$ cat src/rtl/ads8864_pkg.sv
// Shared state encoding, default timing parameters and width helpers for the ADS8864 controller.
package ads8864_pkg;

  typedef enum logic [1:0] {
    S_IDLE = 2'd0,
    S_CONV = 2'd1,
    S_READ = 2'd2,
    S_DONE = 2'd3
  } state_t;

  localparam int DEF_SCLK_DIV     = 2;
  localparam int DEF_CNV_HIGH     = 140;
  localparam int DEF_DATA_BITS    = 16;
  localparam int DEF_BUSY_TIMEOUT = 200;

  function automatic int max2(input int a, input int b);
    return (a > b) ? a : b;
  endfunction

  // Width of a counter holding 0 .. n-1.
  function automatic int cnt_width(input int n);
    return (n > 1) ? $clog2(n) : 1;
  endfunction

endpackage

$ cat src/rtl/ads8864_sclk_gen.sv
// ADC serial clock: SCLK_DIV cycles low then SCLK_DIV high while enabled, idle low otherwise.
// sample is high in the last high-phase cycle, so the consumer captures data on the edge where SCLK falls.
module ads8864_sclk_gen
  import ads8864_pkg::*;
#(
  parameter int SCLK_DIV = DEF_SCLK_DIV
) (
  input  logic clk,
  input  logic rst,
  input  logic en,
  output logic sclk,
  output logic sample
);

  localparam int PERIOD = 2 * SCLK_DIV;
  localparam int PW     = cnt_width(PERIOD);

  logic [PW-1:0] phase;

  assign sample = en && (phase == PW'(PERIOD - 1));

  always_ff @(posedge clk or posedge rst) begin
    if (rst) begin
      phase <= '0;
      sclk  <= 1'b0;
    end else if (!en) begin
      phase <= '0;
      sclk  <= 1'b0;
    end else if (phase == PW'(PERIOD - 1)) begin
      phase <= '0;
      sclk  <= 1'b0;
    end else begin
      phase <= phase + PW'(1);
      sclk  <= (phase + PW'(1)) >= PW'(SCLK_DIV);
    end
  end

endmodule

$ cat src/rtl/ads8864_ctrl.sv
// ADS8864 conversion sequencer: CNVST pulse, DATA_BITS-bit serial read, DATA_VALID 1+CNV_HIGH+2*SCLK_DIV*DATA_BITS cycles after START.
// Define ADS8864_BUSY_IND_EN to end CONV on the ADC busy indicator (synchronized SDOUT low) with a BUSY_TIMEOUT error exit.
module ads8864_ctrl
  import ads8864_pkg::*;
#(
  parameter int SCLK_DIV     = DEF_SCLK_DIV,
  parameter int CNV_HIGH     = DEF_CNV_HIGH,
  parameter int DATA_BITS    = DEF_DATA_BITS,
  parameter int BUSY_TIMEOUT = DEF_BUSY_TIMEOUT
) (
  input  logic                 SYSCLK,
  input  logic                 RESET,
  input  logic                 START,
  input  logic                 CONT,
  output logic                 AD_CNVST,
  output logic                 AD_SCLK,
  input  logic                 AD_SDOUT,
  output logic [DATA_BITS-1:0] DATA,
  output logic                 DATA_VALID,
  output logic                 BUSY,
  output logic                 ERR
);

  // One counter serves both the fixed CNVST width and the busy timeout.
  localparam int CW = cnt_width(max2(CNV_HIGH, BUSY_TIMEOUT));
  localparam int BW = cnt_width(DATA_BITS);

  state_t               state;
  logic [CW-1:0]        cnv_cnt;
  logic [BW-1:0]        bit_cnt;
  logic [DATA_BITS-1:0] shreg;
  logic                 read_en;
  logic                 sample;

  assign read_en = (state == S_READ);

  ads8864_sclk_gen #(
    .SCLK_DIV(SCLK_DIV)
  ) u_sclk_gen (
    .clk   (SYSCLK),
    .rst   (RESET),
    .en    (read_en),
    .sclk  (AD_SCLK),
    .sample(sample)
  );

`ifdef ADS8864_BUSY_IND_EN
  logic [1:0] busy_sync;
  logic       err;

  // Resets to "busy" so a START right after reset cannot see a stale low.
  always_ff @(posedge SYSCLK or posedge RESET) begin
    if (RESET) busy_sync <= 2'b11;
    else       busy_sync <= {busy_sync[0], AD_SDOUT};
  end

  assign ERR = err;
`else
  assign ERR = 1'b0;
`endif

  always_ff @(posedge SYSCLK or posedge RESET) begin
    if (RESET) begin
      state      <= S_IDLE;
      AD_CNVST   <= 1'b0;
      DATA       <= '0;
      DATA_VALID <= 1'b0;
      BUSY       <= 1'b0;
      cnv_cnt    <= '0;
      bit_cnt    <= '0;
      shreg      <= '0;
`ifdef ADS8864_BUSY_IND_EN
      err        <= 1'b0;
`endif
    end else begin
      DATA_VALID <= 1'b0;
`ifdef ADS8864_BUSY_IND_EN
      err        <= 1'b0;
`endif
      case (state)
        S_IDLE: begin
          if (START || CONT) begin
            state    <= S_CONV;
            AD_CNVST <= 1'b1;
            BUSY     <= 1'b1;
            cnv_cnt  <= '0;
            bit_cnt  <= '0;
          end
        end
        S_CONV: begin
`ifdef ADS8864_BUSY_IND_EN
          if (!busy_sync[1]) begin
            state    <= S_READ;
            AD_CNVST <= 1'b0;
          end else if (cnv_cnt == CW'(BUSY_TIMEOUT - 1)) begin
            state    <= S_IDLE;
            AD_CNVST <= 1'b0;
            BUSY     <= 1'b0;
            err      <= 1'b1;
          end else begin
            cnv_cnt <= cnv_cnt + CW'(1);
          end
`else
          if (cnv_cnt == CW'(CNV_HIGH - 1)) begin
            state    <= S_READ;
            AD_CNVST <= 1'b0;
          end else begin
            cnv_cnt <= cnv_cnt + CW'(1);
          end
`endif
        end
        S_READ: begin
          if (sample) begin
            shreg <= {shreg[DATA_BITS-2:0], AD_SDOUT};
            if (bit_cnt == BW'(DATA_BITS - 1)) state <= S_DONE;
            else                               bit_cnt <= bit_cnt + BW'(1);
          end
        end
        S_DONE: begin
          DATA       <= shreg;
          DATA_VALID <= 1'b1;
          if (CONT) begin
            state    <= S_CONV;
            AD_CNVST <= 1'b1;
            cnv_cnt  <= '0;
            bit_cnt  <= '0;
          end else begin
            state <= S_IDLE;
            BUSY  <= 1'b0;
          end
        end
        default: begin
          state    <= S_IDLE;
          AD_CNVST <= 1'b0;
          BUSY     <= 1'b0;
        end
      endcase
    end
  end

endmodule

$ cat config.mk
export PLATFORM = sky130hd
export DESIGN_NAME = ads8864_ctrl
export DESIGN_NICKNAME = d
export VERILOG_FILES = /design/src/rtl/ads8864_pkg.sv /design/src/rtl/ads8864_sclk_gen.sv /design/src/rtl/ads8864_ctrl.sv
export SDC_FILE = /design/constraint.sdc
export NUM_CORES = 1
export LEC_CHECK = 0
export ABC_AREA = 1
export BUFFER_PORTS_ARGS = -buffer_cell sky130_fd_sc_hd__buf_2
export CORE_MARGIN = 10
export CORE_UTILIZATION = 31
export CTS_CLUSTER_SIZE = 16
export DETAILED_ROUTE_END_ITERATION = 12
export HOLD_SLACK_MARGIN = 0.03
export SYNTH_ARGS = -nofsm -noshare
export SYNTH_HDL_FRONTEND = slang
export SYNTH_SLANG_ARGS = --single-unit
$ cat constraint.sdc
create_clock -name SYSCLK -period 2 [get_ports SYSCLK]
set_input_delay 0.4 -clock SYSCLK [delete_from_list [all_inputs] [get_ports SYSCLK]]
set_output_delay 0.4 -clock SYSCLK [all_outputs]
set_load 0.1 [all_outputs]
; After elaboration in Yosys (flattened, before gate mapping)
; Index checks and enable logic that the tools add are counted.
; W data, S select, Z words.
[word_totals]
ff_bits = 52
in_bits = 5
output_inout_bits = 21
[classes]
addsub = 3
magnitude_cmp = 1
eq_ne = 14
mux = 26
n_reduce_logical = 12
[ops]
columns = cell, count
row1 = $mux W8, 3
row2 = $pmux W8 S3, 1
row3 = $mux W4, 4
row4 = $ne A2 B2 Y1 const B, 8
row5 = $mux W2, 6
row6 = $pmux W4 S3, 1
row7 = $reduce_and A4 Y1, 3
row8 = $add A8 B1 Y8 const B, 1
row9 = $eq A8 B8 Y1 const B, 1
row10 = $mux W1, 8
row11 = $pmux W2 S4, 1
row12 = $eq A2 B2 Y1 const B, 3
row13 = $reduce_bool A3 Y1, 2
row14 = $reduce_and A5 Y1, 1
row15 = $add A4 B1 Y4 const B, 1
row16 = $eq A4 B4 Y1 const B, 1
row17 = $pmux W1 S3, 1
row18 = $reduce_and A3 Y1, 1
row19 = $add A2 B1 Y2 const B, 1
row20 = $eq A2 B1 Y1 const B, 1
row21 = $ge A2 B2 Y1 const B, 1
row22 = $logic_not A2 Y1, 1
row23 = $pmux W1 S2, 1
row24 = $reduce_and A2 Y1, 1
row25 = 3 further kinds, 3

; Longest topological paths before layout
; Gate-level depths: netlist of the first run.
[depth]
depth_word = 4
mapped_depth = 9
ltp_nobuf = 8

; Hierarchy
; From an unflattened synthesis of the first run, not the netlist that was laid out.
[unflattened]
hier_cells = 275
hier_area_um2 = 2371.0
[by_module_without_submodules]
columns = module, n_inst, cells_each, area_per_inst_um2
row1 = ads8864_ctrl, 1, 264, 2278.4
row2 = ads8864_sclk_gen, 1, 11, 92.6

; Worst setup path after synthesis of the first run
; No wires, ideal clock.
[synth_timing]
path_type = reg-to-reg
start = register u_sclk_gen.phase[1]
end = register bit_cnt[1]
setup_time_ns = 0.123
t_arrival_ns = 1.697
required_ns = 1.877
slack_ns = 0.180
stages_incl_launch_ff = 7
synth_period_minus_slack_ns = 1.820
path_cell_list = dfrtp_1 ha_1 inv_2 a21oi_1 nand3_1 nand2_1 o21ai_1
[synth_between]
elab_chain_len = 4
[synth_rtl]
columns = item, line_no
row1 = "start, declared", ads8864_sclk_gen.sv:18  ; logic [PW-1:0] phase;
row2 = "start signal, assigned", ads8864_sclk_gen.sv:33  ; phase <= phase + PW'(1);
row3 = $eq A2 B2 Y1, ads8864_sclk_gen.sv:20  ; assign sample = en && (phase == PW'(PERIOD - 1));
row4 = $logic_and A1 B1 Y1, ads8864_sclk_gen.sv:20
row5 = $ne A2 B2 Y1 (no line), --
row6 = $reduce_and A5 Y1 (no line), --
row7 = "end signal, assigned", ads8864_ctrl.sv:116  ; else bit_cnt <= bit_cnt + BW'(1);
row8 = "end, declared", ads8864_ctrl.sv:30  ; logic [BW-1:0] bit_cnt;
; Every way passes these cells.
; A chain may end at the register's enable or synchronous reset.

; Worst setup path in the final report of the first run
[layout_timing]
start = register state[1]
end = register cnv_cnt[0]
[layout_between]
elab_chain_len = 3
word_cells_on_any_way = 9
classes_between = eq/ne (5) / mux (1) / reduce/logical (3)
[layout_rtl]
columns = item, line_no
row1 = "start, declared", ads8864_ctrl.sv:28  ; state_t state;
row2 = "start signal, assigned", ads8864_ctrl.sv:64  ; state <= S_IDLE;
row3 = "start signal, assigned", ads8864_ctrl.sv:83  ; state <= S_CONV;
row4 = "start signal, assigned", ads8864_ctrl.sv:105  ; state <= S_READ;
row5 = $eq A2 B1 Y1 (tied with other cells), ads8864_ctrl.sv:80  ; case (state)
row6 = $ne A2 B2 Y1 (no line) / $reduce_bool A3 Y1 (equally long branches), --
row7 = $reduce_and A4 Y1 (no line), --
row8 = "end signal, assigned", ads8864_ctrl.sv:108  ; cnv_cnt <= cnv_cnt + CW'(1);
row9 = "end, declared", ads8864_ctrl.sv:29  ; logic [CW-1:0] cnv_cnt;
; Parallel ways exist; a longest one is shown, timed or not.

==> out/summary.txt, run 1 <==
CRITICAL PATH
--------------------------------------------------------------------------------------------------------
Crit path capture type ....................................................................    flip-flop
Data arrival time of the worst path .......................................................      1.91 ns
Cell depth of the worst setup path ........................................................            7
Reg-to-reg endpoint .......................................................................   cnv_cnt[0]
Worst-path cell chain ..................................................................... inv_1, ha_1, nor2_1, nor2_4, nand2_4, nand2_1, o21ai_2
Register-to-register setup slack ..........................................................      0.29 ns
Number of cell instances on the worst register-to-register path ...........................            7
Type of the setup path with the least slack ...............................................      reg2reg
Critical path capture point ...............................................................   cnv_cnt[0]
Element type at the critical path start ...................................................    flip-flop
Slowest library cell on the worst path .................................................... sky130_fd_sc_hd__dfrtp_1
Origin of the critical flop-to-flop path ..................................................     state[1]
Crit path from ............................................................................     state[1]
Top Family by Delay on Critical Path ...................................................... simple AND/OR/NAND/NOR gates
Worst path max stage delay ................................................................      0.44 ns
Worst Path Required .......................................................................      2.20 ns
Largest fanout on the critical path .......................................................           14
CP Buf/Inv Count ..........................................................................            1

STA
--------------------------------------------------------------------------------------------------------
RSZ-0062 raised after global routing ......................................................           no
Final Hold Fails ..........................................................................            0
Final setup violation count ...............................................................            0
Post-route minimum period .................................................................      1.71 ns
Final worst-path cycle share ..............................................................        0.855
Final number of max-transition violations .................................................            0
Fmax achieved .............................................................................    0.585 GHz
TNS Setup .................................................................................         0 ns
Fin Clk Skew ..............................................................................   0.00607 ns

POWER AND IR DROP
--------------------------------------------------------------------------------------------------------
Power after layout ........................................................................      4.16 mW
Comb pwr share ............................................................................        0.506
Leakage Power .............................................................................      1.39 nW
IR Drop Worst-Case VDD ....................................................................     0.572 mV
Proportion of power drawn by flip-flops and latches .......................................        0.346
Pwr per Cell Area ......................................................................... 1550 nW/um^2
Cell internal power dissipation ...........................................................      1.97 mW
Net Sw Power ..............................................................................      2.19 mW
Sw Ratio ..................................................................................        0.527
Share of total power in the clock network .................................................        0.148

YOSYS
--------------------------------------------------------------------------------------------------------
Biggest area contributors in the synthesized netlist ...................................... sky130_fd_sc_hd__dfrtp_1, sky130_fd_sc_hd__nand2_1, sky130_fd_sc_hd__o21ai_1
Net count of the mapped netlist ...........................................................          290
Area share of and/or/nand/nor cells after synthesis .......................................        0.250
Share of async-settable or async-resettable flops after synthesis .........................         1.00
Xor/xnor cell area share of the yosys netlist .............................................      0.00369
Compound-gate portion of the synthesized area .............................................       0.0943
Post-synth EDFFs ..........................................................................            0
Top cell types by occurrence after synthesis .............................................. sky130_fd_sc_hd__nand2_1, sky130_fd_sc_hd__dfrtp_1, sky130_fd_sc_hd__inv_1
Largest family of logic cells by synthesized area ......................................... simple AND/OR/NAND/NOR gates
Post-Synthesis Cell Area ..................................................................    2380 um^2
Fraction of the yosys area taken by sequential cells ......................................        0.537
Post-synth top area cell .................................................................. sky130_fd_sc_hd__dfrtp_1
Adder-cell share of the synthesized area ..................................................       0.0421
Count of synthesis-stage warnings from yosys ..............................................            0
Proportion of netlist area held by the largest area contributor ...........................        0.537
Synthesized netlist cell count ............................................................          277
Avg Synthesized Cell Area .................................................................    8.58 um^2
Synth Flop Type ........................................................................... sky130_fd_sc_hd__dfrtp_1
Count of unique library cells instantiated by Yosys .......................................           26
Register bit total from synthesis .........................................................           51
Cell with the most instances after synthesis .............................................. sky130_fd_sc_hd__nand2_1
Share of synthesized area spent on multiplexers ...........................................            0

CLOCK TREE
--------------------------------------------------------------------------------------------------------
CTS tree ..................................................................................         done
Number of clock buffers inserted by TritonCTS .............................................            5
H-Tree Depth ..............................................................................            2
Insertion delay to the later sink of the worst-skew pair ..................................      0.30 ns
Post-CTS Setup Inserts ....................................................................            0
Sinks on the clock net ....................................................................           51
Post-CTS clock slew at the launch and capture registers of the worst setup and hold paths .      0.10 ns
Number of buffers inserted by hold repair at cts ..........................................            0
Clk buf depth .............................................................................            2
CTS-repair resized insts ..................................................................            0
Clk Tree Root Cell ........................................................................ sky130_fd_sc_hd__clkbuf_8

LAYOUT
--------------------------------------------------------------------------------------------------------
Final layout net count ....................................................................          314
Sequential Area ...........................................................................    1280 um^2
Fill cells ................................................................................          777
Post-layout instance area .................................................................    2680 um^2
Area growth from synthesis to final layout ................................................        12.9%
Area taken by multi-input logic gates .....................................................     930 um^2
Antenna diode instance count ..............................................................            0
Fraction of final layout cells sized beyond drive strength 1 ..............................        0.189

GLOBAL ROUTING
--------------------------------------------------------------------------------------------------------
Antenna violations before repair ..........................................................            0
Tot GR Track Use ..........................................................................       0.0806
Wire length of the first global-routing pass ..............................................      7640 um
Pin count of the biggest net entering global routing ......................................           33
Residual overflow from global routing .....................................................            0
Via count of the first global-routing pass ................................................         1597

ROUTING
--------------------------------------------------------------------------------------------------------
Detailed Routing Iterations Pass 1 ........................................................            4
Routed vias ...............................................................................         1719
Routed via count divided by cell count ....................................................         4.29
Total wire length .........................................................................      4420 um
Drt initial violations ....................................................................          106
Remaining routing DRC violations ..........................................................            0
Wire per inst .............................................................................      11.0 um
ANT nets after route ......................................................................            0

PLACE
--------------------------------------------------------------------------------------------------------
Routability congestion estimate ...........................................................        0.779
I/O Buffers ...............................................................................           24
Post-placement cell area ..................................................................    2590 um^2
Dpl hpwl ..................................................................................      3320 um

DIE
--------------------------------------------------------------------------------------------------------
Standard cell core area ...................................................................    7370 um^2
Number of I/O pins ........................................................................           26
Initial core utilization ..................................................................        0.322
Vertical die dimension ....................................................................       108 um
Cell Rows .................................................................................           31
Area enclosed by the die boundary .........................................................   11600 um^2
Die Width .................................................................................       108 um

FLOW RUN
--------------------------------------------------------------------------------------------------------
MaxCap Viol Count .........................................................................            0

WORST HOLD PATH
--------------------------------------------------------------------------------------------------------
Class of the most critical hold timing path ...............................................     in2async

OUTCOME
--------------------------------------------------------------------------------------------------------
Run status ................................................................................ finished, final reports clean

cell families (layout without fill, tap and decap cells):
kind of cell             Yosys count  after routing
flip-flops                        51             51
XOR/XNOR                           1              1
adder cells (fa/ha/maj)            8              8
AO/OA/AOI/OAI                     40             40
AND/OR/NAND/NOR                  138            138
buffers and inverters             38             63
other                              1              1
cell usage in the layout, fill, tap and decap left out, drive strengths merged, types with 2 or more instances in the layout:
cell type / Yosys / layout
nand2: 98 / 98
dfrtp: 51 / 51
inv: 28 / 29
o21ai: 29 / 29
buf: 8 / 27
nor2: 19 / 19
nand3: 17 / 17
a21oi: 9 / 9
ha: 8 / 8
clkbuf: 2 / 5
nand4: 2 / 2
o211ai: 2 / 2
power by group through the flow:
| stage | combinational, mW | clock (mW) | sequential [mW] |
|---|---|---|---|
| CTS | 2.14 | 0.640 | 1.45 |
| detailed placement | 2.14 | 0 | 1.47 |
| global placement | 2.12 | 0 | 1.46 |
| global route | 2.29 | 0.678 | 1.48 |
| floorplan | 0.985 | 0 | 2.33 |
| finish | 2.11 | 0.614 | 1.44 |
layout make-up:
class	count	area share
Tap cell	99	0.0462
Sequential cell	51	0.476
Inverter	28	0.0392
Clock buffer	5	0.0257
Timing Repair Buffer	27	0.0578
Clock inverter	3	0.00886
Multi-Input combinational cell	188	0.347
flip-flops by register name, summed over array words and instances, names as in the netlist:
name	cells
cnv_cnt	8
shreg	16
state	2
AD_CNVST	1
DATA_VALID	1
BUSY	1
DATA	16
bit_cnt	4
u_sclk_gen.phase	2
how the worst min path moves through the flow:
stage,from,end
finish,RESET,shreg[7]
global route,RESET,shreg[7]
CTS,RESET,shreg[7]
detailed placement,u_sclk_gen.phase[0],u_sclk_gen.phase[0]
global placement,u_sclk_gen.phase[0],u_sclk_gen.phase[0]
floorplan,u_sclk_gen.phase[0],u_sclk_gen.phase[0]
through the flow:
step                setup slack, ns  hold slack (ns)   util  cells
global route                 0.0694            0.109  0.364    401
CTS                           0.279           0.0954  0.364    401
finish                        0.291           0.0826  0.364    401
floorplan                     0.180            0.405      -    277
detailed placement            0.286            0.425  0.351    393
global placement              0.353            0.421  0.351    393
layer usage:
metal,wire (um),up-vias,track usage
li1,-,921,-
met4,66,0,0.0344
met5,0,-,0
met3,154,5,0.0228
met1,2250,776,0.101
met2,1950,17,0.127
(Power assumes the default switching activity.)
==> run 2: changes to the inputs <==
--- a/config.mk
+++ b/config.mk
@@ -8,4 +8,6 @@
 export ABC_AREA = 1
 export BUFFER_PORTS_ARGS = -buffer_cell sky130_fd_sc_hd__buf_2
+export CELL_PAD_IN_SITES_DETAIL_PLACEMENT = 1
+export CELL_PAD_IN_SITES_GLOBAL_PLACEMENT = 2
 export CORE_MARGIN = 10
 export CORE_UTILIZATION = 31
@@ -13,4 +15,5 @@
 export DETAILED_ROUTE_END_ITERATION = 12
 export HOLD_SLACK_MARGIN = 0.03
+export PLACE_DENSITY_LB_ADDON = 0.1
 export SYNTH_ARGS = -nofsm -noshare
 export SYNTH_HDL_FRONTEND = slang
==> constraint.sdc (replaced) <==
create_clock -name SYSCLK -period 2 [get_ports SYSCLK]
set_input_delay 0.1 -clock SYSCLK [delete_from_list [all_inputs] [get_ports SYSCLK]]
set_output_delay 0.1 -clock SYSCLK [all_outputs]
set_load 0.1 [all_outputs]
==> out/summary.txt, run 2 (synthesized netlist as in run 1, its figures left out) <==
DIE
--------------------------------------------------------------------------------------------------------
Area enclosed by the die boundary .........................................................   11600 um^2   unchanged
Cell Rows .................................................................................           31   unchanged
Standard cell core area ...................................................................    7370 um^2   unchanged
Initial core utilization ..................................................................        0.322   unchanged
Number of I/O pins ........................................................................           26   unchanged
Vertical die dimension ....................................................................       108 um   unchanged
Die Width .................................................................................       108 um   unchanged

GLOBAL ROUTING
--------------------------------------------------------------------------------------------------------
Wire length of the first global-routing pass ..............................................      9130 um   was 7640 um
Pin count of the biggest net entering global routing ......................................           33   unchanged
Tot GR Track Use ..........................................................................       0.0978   was 0.0806
Met3 Resource Use GR ......................................................................       0.0365   was 0.0228
Via count of the first global-routing pass ................................................         1848   was 1597
Antenna violations before repair ..........................................................            0   unchanged
Most Used Layer, Global Route .............................................................         met2   unchanged
Grt met1 use ..............................................................................        0.130   was 0.101
Met2 Use GR ...............................................................................        0.144   was 0.127
Residual overflow from global routing .....................................................            0   unchanged

CRITICAL PATH
--------------------------------------------------------------------------------------------------------
Type of the setup path with the least slack ...............................................      reg2reg   unchanged
Worst Path Required .......................................................................      2.20 ns   about the same
Data arrival time of the worst path .......................................................      1.78 ns   was 1.91 ns
Largest fanout on the critical path .......................................................           14   unchanged
Crit path capture type ....................................................................    flip-flop   unchanged
Reg-to-reg endpoint .......................................................................   cnv_cnt[0]   unchanged
Register-to-register setup slack ..........................................................      0.42 ns   was 0.29 ns
Slowest library cell on the worst path .................................................... sky130_fd_sc_hd__dfrtp_1   unchanged
Origin of the critical flop-to-flop path ..................................................     state[0]   was state[1]
Number of cell instances on the worst register-to-register path ...........................            8   was 7
Element type at the critical path start ...................................................    flip-flop   unchanged
Critical path capture point ...............................................................   cnv_cnt[0]   unchanged
Worst path max stage delay ................................................................      0.40 ns   was 0.44 ns
Worst-path cell chain ..................................................................... inv_1, ha_1, inv_1, nor2_1, nor2_4, nand2_4, nand2_1, o21ai_2   was inv_1, ha_1, nor2_1, nor2_4, nand2_4, nand2_1, o21ai_2
Most frequent cell on the critical path ................................................... sky130_fd_sc_hd__inv_1
Crit path from ............................................................................     state[0]   was state[1]

LAYOUT
--------------------------------------------------------------------------------------------------------
Leading cell types in the layout, fill and taps excluded .................................. sky130_fd_sc_hd__nand2_1, sky130_fd_sc_hd__dfrtp_1, sky130_fd_sc_hd__buf_2   unchanged
Core occupancy in the finished layout .....................................................        0.370   was 0.364
Fraction of final layout cells sized beyond drive strength 1 ..............................        0.190   was 0.189
Biggest registers after layout ............................................................ DATA x16, shreg x16, cnv_cnt x8   unchanged
Count of placed standard cells in the final layout, fillers left out ......................          404   was 401
Most common cell after layout, fill and taps aside ........................................ sky130_fd_sc_hd__nand2_1   unchanged
Area growth from synthesis to final layout ................................................        14.7%   was 12.9%
Antenna diode instance count ..............................................................            0   unchanged
Final layout net count ....................................................................          317   was 314

PLACE
--------------------------------------------------------------------------------------------------------
# placed instances ........................................................................          395   was 393
Dpl hpwl ..................................................................................      3850 um   was 3320 um
I/O Buffers ...............................................................................           24   unchanged
Routability congestion estimate ...........................................................        0.696   was 0.779

ROUTING
--------------------------------------------------------------------------------------------------------
Detailed Routing Iterations Pass 1 ........................................................            3   was 4
Wire per inst .............................................................................      13.0 um   was 11.0 um
ANT nets after route ......................................................................            0   unchanged
Total wire length .........................................................................      5270 um   was 4420 um
Drt initial violations ....................................................................           22   was 106
Routed via count divided by cell count ....................................................         4.49   was 4.29
Remaining routing DRC violations ..........................................................            0   unchanged
Routed vias ...............................................................................         1815   was 1719

CLOCK TREE
--------------------------------------------------------------------------------------------------------
Sinks on the clock net ....................................................................           51   unchanged
H-Tree Depth ..............................................................................            2   unchanged
Post-CTS Setup Inserts ....................................................................            0   unchanged
Insertion delay to the later sink of the worst-skew pair ..................................      0.30 ns   about the same
CTS tree ..................................................................................         done   unchanged
Number of buffers inserted by hold repair at cts ..........................................            1   was 0
Clk buf depth .............................................................................            2   unchanged
Clk Tree Root Cell ........................................................................ sky130_fd_sc_hd__clkbuf_8   unchanged
Post-CTS clock slew at the launch and capture registers of the worst setup and hold paths .      0.10 ns   about the same
Number of clock buffers inserted by TritonCTS .............................................            5   unchanged
CTS-repair resized insts ..................................................................            0   unchanged

POWER AND IR DROP
--------------------------------------------------------------------------------------------------------
Sw Ratio ..................................................................................        0.514   was 0.527
IR Drop Worst-Case VDD ....................................................................     0.823 mV   was 0.572 mV
Comb pwr share ............................................................................        0.503   was 0.506
Cell internal power dissipation ...........................................................      2.11 mW   was 1.97 mW
Leakage Power .............................................................................      1.41 nW   was 1.39 nW
Proportion of power drawn by flip-flops and latches .......................................        0.330   was 0.346
Share of total power in the clock network .................................................        0.167   was 0.148
Pwr per Cell Area ......................................................................... 1600 nW/um^2   was 1550 nW/um^2
Net Sw Power ..............................................................................      2.24 mW   was 2.19 mW

STA
--------------------------------------------------------------------------------------------------------
Fmax achieved .............................................................................    0.633 GHz   was 0.585 GHz
Final Hold Fails ..........................................................................            0   unchanged
Slew at the pin with the worst max-slew slack .............................................     0.584 ns
Final setup violation count ...............................................................            0   unchanged
Post-route minimum period .................................................................      1.58 ns   was 1.71 ns
TNS Setup .................................................................................         0 ns   unchanged
Max-slew headroom .........................................................................        0.610
Final number of max-transition violations .................................................            0   unchanged
RSZ-0062 raised after global routing ......................................................           no   unchanged
Fin Clk Skew ..............................................................................   0.00996 ns   was 0.00607 ns
Final worst-path cycle share ..............................................................        0.790   was 0.855

FLOW RUN
--------------------------------------------------------------------------------------------------------
MaxCap Viol Count .........................................................................            0   unchanged

WORST HOLD PATH
--------------------------------------------------------------------------------------------------------
Hold Path Stages ..........................................................................            3
Class of the most critical hold timing path ...............................................       in2reg   was in2async

OUTCOME
--------------------------------------------------------------------------------------------------------
Run status ................................................................................ finished, final reports clean   unchanged

-- run 2: changes by cell type in the layout (fill, tap and decap cells not counted), sizes merged --
cell         before  now
clkbuf            5    6
clkinvlp          1    0
clkinv            1    0
bufinv            0    1
dlygate4sd3       0    1
buf              27   29
-- run 2: worst min path at each step --
| stage | start | end |
|---|---|---|
| 4_1_cts | AD_SDOUT | shreg[0] |
| 2_1_floorplan | AD_SDOUT | shreg[0] |
| 3_3_place_gp | RESET | DATA[9] |
| 5_1_grt | AD_SDOUT | shreg[0] |
| 6_report | AD_SDOUT | shreg[0] |
| 3_5_place_dp | RESET | DATA[9] |
-- run 2: power by group through the flow --
stage	Clock, mW	Combinational (mW)	Sequential (mW)
2_1_floorplan	0	0.985	2.33
6_report	0.725	2.19	1.44
3_3_place_gp	0	2.21	1.45
3_5_place_dp	0	2.23	1.46
4_1_cts	0.768	2.24	1.44
5_1_grt	0.819	2.41	1.48
-- run 2: routing by layer --
layer / vias to the layer above / share of wire
li1: 924 / -
met1: 868 / 0.51
met2: 21 / 0.44
met3: 2 / 0.045
met4: 0 / 0.0070
met5: - / 0
-- run 2: area by class of cell --
class,instances,area (um^2)
Fill cell,915,4640
Clock inverter,2,38.8
Timing Repair Buffer,30,180
Tap cell,99,124
Multi-Input combinational cell,188,930
Clock buffer,6,72.6
Sequential cell,51,1280
Inverter,28,105
-- run 2: worst max-delay path, delay by kind of cell, from the launching register on --
kind                       cells  cell delay [ns]
adders and majority gates      1             0.35
DFF                            1             0.40
and+or+nand+nor                4             0.50
buffers and inverters          2             0.18
AOI/OAI and AO/OA              1             0.05
-- run 2: stage by stage --
| step | hold slack [ns] | setup WS, ns | cell area (um^2) | total power [mW] |
|---|---|---|---|---|
| after CTS | 0.0365 | 0.394 | 2730 | 4.45 |
| after detailed placement | 0.211 | 0.391 | 2610 | 3.69 |
| after global placement | 0.213 | 0.409 | 2610 | 3.67 |
| after floorplan | 0.259 | 0.180 | 2380 | 3.32 |
| final | 0.0541 | 0.420 | 2730 | 4.35 |
| after global routing | 0.0691 | 0.252 | 2730 | 4.70 |
